## config.mk

```make
export PLATFORM = sky130hd
export DESIGN_NAME = wb_regfile_scoreboard
export DESIGN_NICKNAME = d
export VERILOG_FILES = /design/src/rtl/wb_regfile_scoreboard.sv
export SDC_FILE = /design/constraint.sdc
export NUM_CORES = 2
export LEC_CHECK = 0
export BUFFER_PORTS_ARGS = -buffer_cell sky130_fd_sc_hd__buf_2
export CAP_MARGIN = 10
export CORE_AREA = 2 2 336 338
export DETAILED_ROUTE_END_ITERATION = 16
export DIE_AREA = 0 0 338 340
export HOLD_SLACK_MARGIN = 0.02
export PLACE_DENSITY = 0.67
export SLEW_MARGIN = 10
export SYNTH_ARGS = -nofsm -noshare
export SYNTH_HDL_FRONTEND = slang
export SYNTH_SLANG_ARGS = --single-unit
```

## constraint.sdc

```tcl
create_clock -name clk -period 13.2 [get_ports clk]
set_input_delay 2.64 -clock clk [delete_from_list [all_inputs] [get_ports clk]]
set_output_delay 2.64 -clock clk [all_outputs]
set_load 0.005 [all_outputs]
```

## src/rtl/wb_regfile_scoreboard.sv

```systemverilog
// Write-back register file with two combinational read ports, same-cycle
// write-through bypass, and a one-bit-per-register pending scoreboard that
// flags source operands whose producer has issued but not yet written back.
module wb_regfile_scoreboard #(
  parameter int DW   = 32,
  parameter int NREG = 32
) (
  input  logic          clk,
  input  logic          rst,
  input  logic          wb_we,
  input  logic [4:0]    wb_rw,
  input  logic [DW-1:0] wb_data,
  input  logic [4:0]    rs_addr,
  input  logic [4:0]    rt_addr,
  output logic [DW-1:0] rs_data,
  output logic [DW-1:0] rt_data,
  input  logic          iss_valid,
  input  logic [4:0]    iss_rd,
  input  logic          flush,
  output logic          rs_pending,
  output logic          rt_pending,
  output logic          stall
);

  logic [DW-1:0]   regs_reg [NREG];
  logic [NREG-1:0] pending_reg;
  logic [NREG-1:0] pending_next;
  logic            wb_commit;
  logic            wb_hit_rs;
  logic            wb_hit_rt;

  // r0 is never written, so it stays at its reset value of zero
  assign wb_commit = wb_we && (wb_rw != 5'd0);
  assign wb_hit_rs = wb_we && (wb_rw == rs_addr);
  assign wb_hit_rt = wb_we && (wb_rw == rt_addr);

  // Architectural register update: reset clears all, otherwise commit write-back
  always_ff @(posedge clk) begin
    if (rst) begin
      for (int i = 0; i < NREG; i++) begin
        regs_reg[i] <= '0;
      end
    end else if (wb_commit) begin
      regs_reg[wb_rw] <= wb_data;
    end
  end

  // Scoreboard next state: a new issue wins over a same-register write-back
  always_comb begin
    pending_next = pending_reg;
    for (int i = 1; i < NREG; i++) begin
      if (iss_valid && (iss_rd == 5'(i))) begin
        pending_next[i] = 1'b1;
      end else if (wb_we && (wb_rw == 5'(i))) begin
        pending_next[i] = 1'b0;
      end
    end
    pending_next[0] = 1'b0;
  end

  // Scoreboard register: reset and flush both drop every outstanding producer
  always_ff @(posedge clk) begin
    if (rst || flush) begin
      pending_reg <= '0;
    end else begin
      pending_reg <= pending_next;
    end
  end

  // Read port A: r0 is zero, then bypass from write-back, then the array
  always_comb begin
    rs_data = '0;
    if (!rst && (rs_addr != 5'd0)) begin
      rs_data = wb_hit_rs ? wb_data : regs_reg[rs_addr];
    end
  end

  // Read port B: same rules as port A
  always_comb begin
    rt_data = '0;
    if (!rst && (rt_addr != 5'd0)) begin
      rt_data = wb_hit_rt ? wb_data : regs_reg[rt_addr];
    end
  end

  // A register being written back this cycle is covered by the bypass
  always_comb begin
    rs_pending = !rst && pending_reg[rs_addr] && !wb_hit_rs;
    rt_pending = !rst && pending_reg[rt_addr] && !wb_hit_rt;
    stall      = rs_pending || rt_pending;
  end

endmodule

```

After elaboration in Yosys (flattened, before gate mapping). Memory sizes are Yosys's and may differ from the RTL's. Cells that the tools add are included.

Bits in registers: 32. Bits in writable memories: 1024. Input bits: 57. Output and inout bits: 67. Logic and storage cells: 288. Memories: 1.

Order comparisons: 2. Equal/unequal tests: 64. Multiplexer cells: 78. Reductions and logical operators: 111.

Memories: regs_reg (words 32, width 32, read ports 2, clocked after memory_dff 0, write ports 32, line 25) `logic [DW-1:0] regs_reg [NREG];`.

Operator list (count): 5-bit == test (second input constant) (32); 32-bit two-way mux (5); 5-bit by 4-bit == test with 1-bit output (second input constant) (16); 1-bit logical AND (71); 1-bit two-way mux (70); 2-bit nonzero test (31); 5-bit by 3-bit == test with 1-bit output (second input constant) (8); 32-bit OR reduction (1); 5-bit by 2-bit == test with 1-bit output (second input constant) (4); 5-bit nonzero test (3); 5-bit by 6-bit < comparator with 1-bit output (second input constant) (2); 1-bit binary-select mux with 5-bit select (2); 5-bit by 1-bit == test with 1-bit output (second input constant) (2); 5-bit == test (2); 5-bit two-way mux (1); 1-bit logical NOT (3); 1-bit logical OR (2).

Longest topological paths before layout.
Depth after elaboration: 7. Mapped depth: 9. Depth with buffers taken out: 5.

Worst setup path before layout. Ideal clock, no wire load.

Path kind: input-to-output. From: input port rs_addr[0]. To: output port rs_data[10]. Arrival: 4.211 ns. Data required time: 10.560 ns. Setup slack: 6.349 ns. Stages: 7. Path buffers: 3. Cell sequence: buf_6 > buf_2 > buf_2 > mux4_2 > mux2i_1 > a22oi_1 > a32o_1.

Longest elaborated chain between the ends: 4. Elaborated cells on any way between the ends: 7.

RTL lines: start: declaration (line 13) `input logic [4:0] rs_addr,`; parallel branches: the longest is 3 deep, another holds memory 32 x 32 bit; 32-bit two-way mux * (line 73) `if (!rst && (rs_addr != 5'd0)) begin`; end: declaration (line 15) `output logic [DW-1:0] rs_data,`.

Mark *: on every way between the ends.

Final worst setup path.
From: input port rt_addr[0]. To: output port rt_data[18].

Longest elaborated chain between the ends: 4. Elaborated cells on any way between the ends: 7.

RTL lines: start: declaration (line 14) `input logic [4:0] rt_addr,`; parallel branches: the longest is 3 deep, another holds memory 32 x 32 bit; 32-bit two-way mux * (line 81) `if (!rst && (rt_addr != 5'd0)) begin`; end: declaration (line 16) `output logic [DW-1:0] rt_data,`.

Marked as above.

==> results by group <==
Global route
  – Antenna violations before repair: 12
  – Vias in the first global route: 35900
  – Largest net degree at the start of global routing: approximately 130
  – Tot GR Track Use: ~32%
  – First-pass GRT wire length: 262000 um
  – GRT overflow: 0

Route
  – Drt drc: 0
  – DRT Pass-1 Iters: 7
  – Antenna viol nets, final: 0
  – DR WL/cell: around 34 um
  – Total wire length: 185000 um
  – Routed vias: roughly 37000
  – Detailed-route vias per instance: approximately 6.8
  – Initial drt markers: 6088

Placement
  – Input/output buffers: approximately 120
  – Post-Place Cell Area: approximately 0.059 mm2
  – DP Wirelength: 97300 um
  – GP Congestion: approximately 0.88

Critical path
  – Startpoint Class: input port
  – CP Max Fanout: ~60
  – Req. time, crit path: approximately 11 ns
  – WP data arrival: roughly 6.5 ns
  – CP endpoint kind: output port
  – WS Path Type: input port to output port

Synth
  – Mean Syn Cell Area: 14.6 um2
  – Fraction of registers with async set/reset: 0%
  – EDFF count, synth: about 1000
  – Flops & latches, synth: around 1100
  – Most used flip-flop cell after synthesis: edfxtp_1
  – Post-synth top area share: between 50 and 60%
  – Synth warn: 0
  – Post-synthesis instance area: between 0.05 and 0.06 mm2
  – Synth area leaders: edfxtp_1, mux4_2, and2_1, mux2i_1, clkbuf_1
  – Netlist cell types: between 40 and 50
  – Sequential fraction of the synthesis area: 55.5%
  – Area leader, netlist: edfxtp_1
  – Mapped Cells: ~3900

Floorplan
  – Core area: between 0.1 and 0.15 mm2
  – Num rows: around 120
  – Initial Util: between 50% and 60%
  – Die H: approximately 340 um
  – Die area: roughly 0.11 mm2
  – Die width: ~340 um
  – IO Count: 124

Power and ir drop
  – Power Dens Cells: between 100 and 150 mW/mm2
  – Peak supply drop: ~0.00013 V
  – Leakage: ~21 nW

Final layout
  – # fillers: 8731
  – Number of flip-flops in the largest register: 1024
  – Synthesis-to-finish area growth: 9.98%
  – Final #Nets: approximately 3900
  – Final instance area: 0.0622 mm2
  – Layout cells sized above 1: between 20 and 25%

Worst hold path
  – Min-Delay Path Class: flop to flop

STA
  – Clock skew: 0 ns
  – Max frequency: about 110 MHz
  – Final hold slack: 0.494 ns
  – TNS Setup: 0 ns
  – Final slew viol count: 0
  – Final count of hold timing violations: 0
  – Setup Viol. Count Final: 0
  – RSZ-0062 raised after global routing: false
  – Worst slew pin tran: 1.33 ns
  – Post-layout min period: 9.18 ns
  – Slew headroom: 11.5%
  – Period utilisation layout: ~70%

CTS
  – CTS clk-pin slew, worst paths: approximately 0.060 ns
  – Worst skew pair latency: 0.69 ns
  – Setup bufs post-CTS: 0
  – Root Buffer: clkbuf_16
  – Longest Clk Path Bufs: 3
  – Total CTS buffers: 113
  – Hold-fix buffers, CTS: 0
  – Clock sinks: between 1000 and 1500
  – CTS tree: done
  – # H-tree levels: 3
  – Resized cells post-CTS: 0

Status
  – Status: finished clean

Job
  – MaxCap Viol Count: 0
-- per-stage QoR --
stage | total power (W) | utilization [%] | cells | setup slack [ns]
after global routing | 0.00816 | 55.7 | 5408 | 3.81
after global placement | 0.00493 | 52.6 | 5199 | 4.11
after floorplan | 0.00459 | - | 3912 | 6.35
after CTS | 0.00796 | 55.7 | 5407 | 4.10
final | 0.00797 | 55.7 | 5413 | 4.02
after detailed placement | 0.00495 | 52.6 | 5199 | 4.11
-- cells in the mapped netlist (6+ instances only) --
cell / number
a211o_1: 32
a21oi_1: 62
a221oi_1: 64
a22oi_1: 98
a31oi_1: 31
a32o_1: 31
and2_1: 995
buf_1: 22
buf_2: 75
buf_4: 32
buf_6: 11
clkbuf_1: 281
dfxtp_1: 31
edfxtp_1: 1024
mux2i_1: 197
mux4_2: 462
nand2_1: 85
nand2b_1: 9
nand3_1: 39
nor2_1: 81
nor2b_1: 14
nor3_1: 7
o21ai_0: 55
o21bai_1: 31
o22ai_1: 64
or3_1: 6
-- per-layer routing --
layer | up-vias | GRT usage, % | part of all wire, %
met3 | 434 | 8.83 | 14
met2 | 2754 | 47.3 | 44
met1 | 18800 | 45.9 | 38
met4 | 0 | 13.1 | 4.6
li1 | 14800 | - | -
met5 | - | 0 | 0
-- layout make-up --
cell class                 count  area [um2]  area share [%]
sequential                  1055       31400            50.5
clock inverter                64         518           0.833
inverter                       5        18.8          0.0302
timing repair buffer         208        1350            2.17
clock buffer                 144        2990            4.81
antenna                        6        15.0          0.0242
multi-input combinational   2431       24000            38.6
tap                         1500        1880            3.02
-- kinds of logic after synthesis --
family	count (synthesis)	share of synthesized area, %
other	1	0.00664
and+or+nand+nor	1247	13.0
muxes	662	22.0
xor gates and xnor gates	10	0.155
DFF	1055	55.5
buffers and inverters	426	3.35
AOI/OAI and AO/OA	480	6.03
-- placed cells by master (no fill, tap or decap), types with 47 or more instances in the layout --
cell / count
nand2_1: 80
a221oi_1: 64
buf_4: 84
mux2i_1: 197
and2_1: 994
o22ai_1: 64
mux4_2: 462
a22oi_1: 98
nor2_1: 47
buf_2: 116
edfxtp_1: 1024
a21oi_1: 62
clkbuf_16: 115
-- critical path, cell delays in order --
cell,delay (ns)
buf_8,0.43
buf_4,0.71
buf_4,0.85
mux2i_1,0.16
a221oi_1,0.56
a22oi_1,0.18
a21oi_1,0.38
a211o_1,0.22
buf_2,0.13
-- path summary, 6_finish.rpt --
kind	start	endpoint	slack [ns]	depth (start not counted)
setup / recovery	rt_addr[0]	rt_data[18]	4.02	9
hold / removal	pending_reg[22]$_SDFFE_PP0P_	pending_reg[22]$_SDFFE_PP0P_	0.49	2
setup reg to reg	pending_reg[16]$_SDFFE_PP0P_	pending_reg[16]$_SDFFE_PP0P_	12.45	2
hold reg to reg	pending_reg[22]$_SDFFE_PP0P_	pending_reg[22]$_SDFFE_PP0P_	0.49	2
-- where the power goes --
part	total, W	switching, W	internal (W)
logic	0.000956	0.000575	0.000380
registers	0.00395	0.0000884	0.00386
clock network	0.00307	0.00136	0.00171
Note: power is estimated with default switching activity, not from simulation.
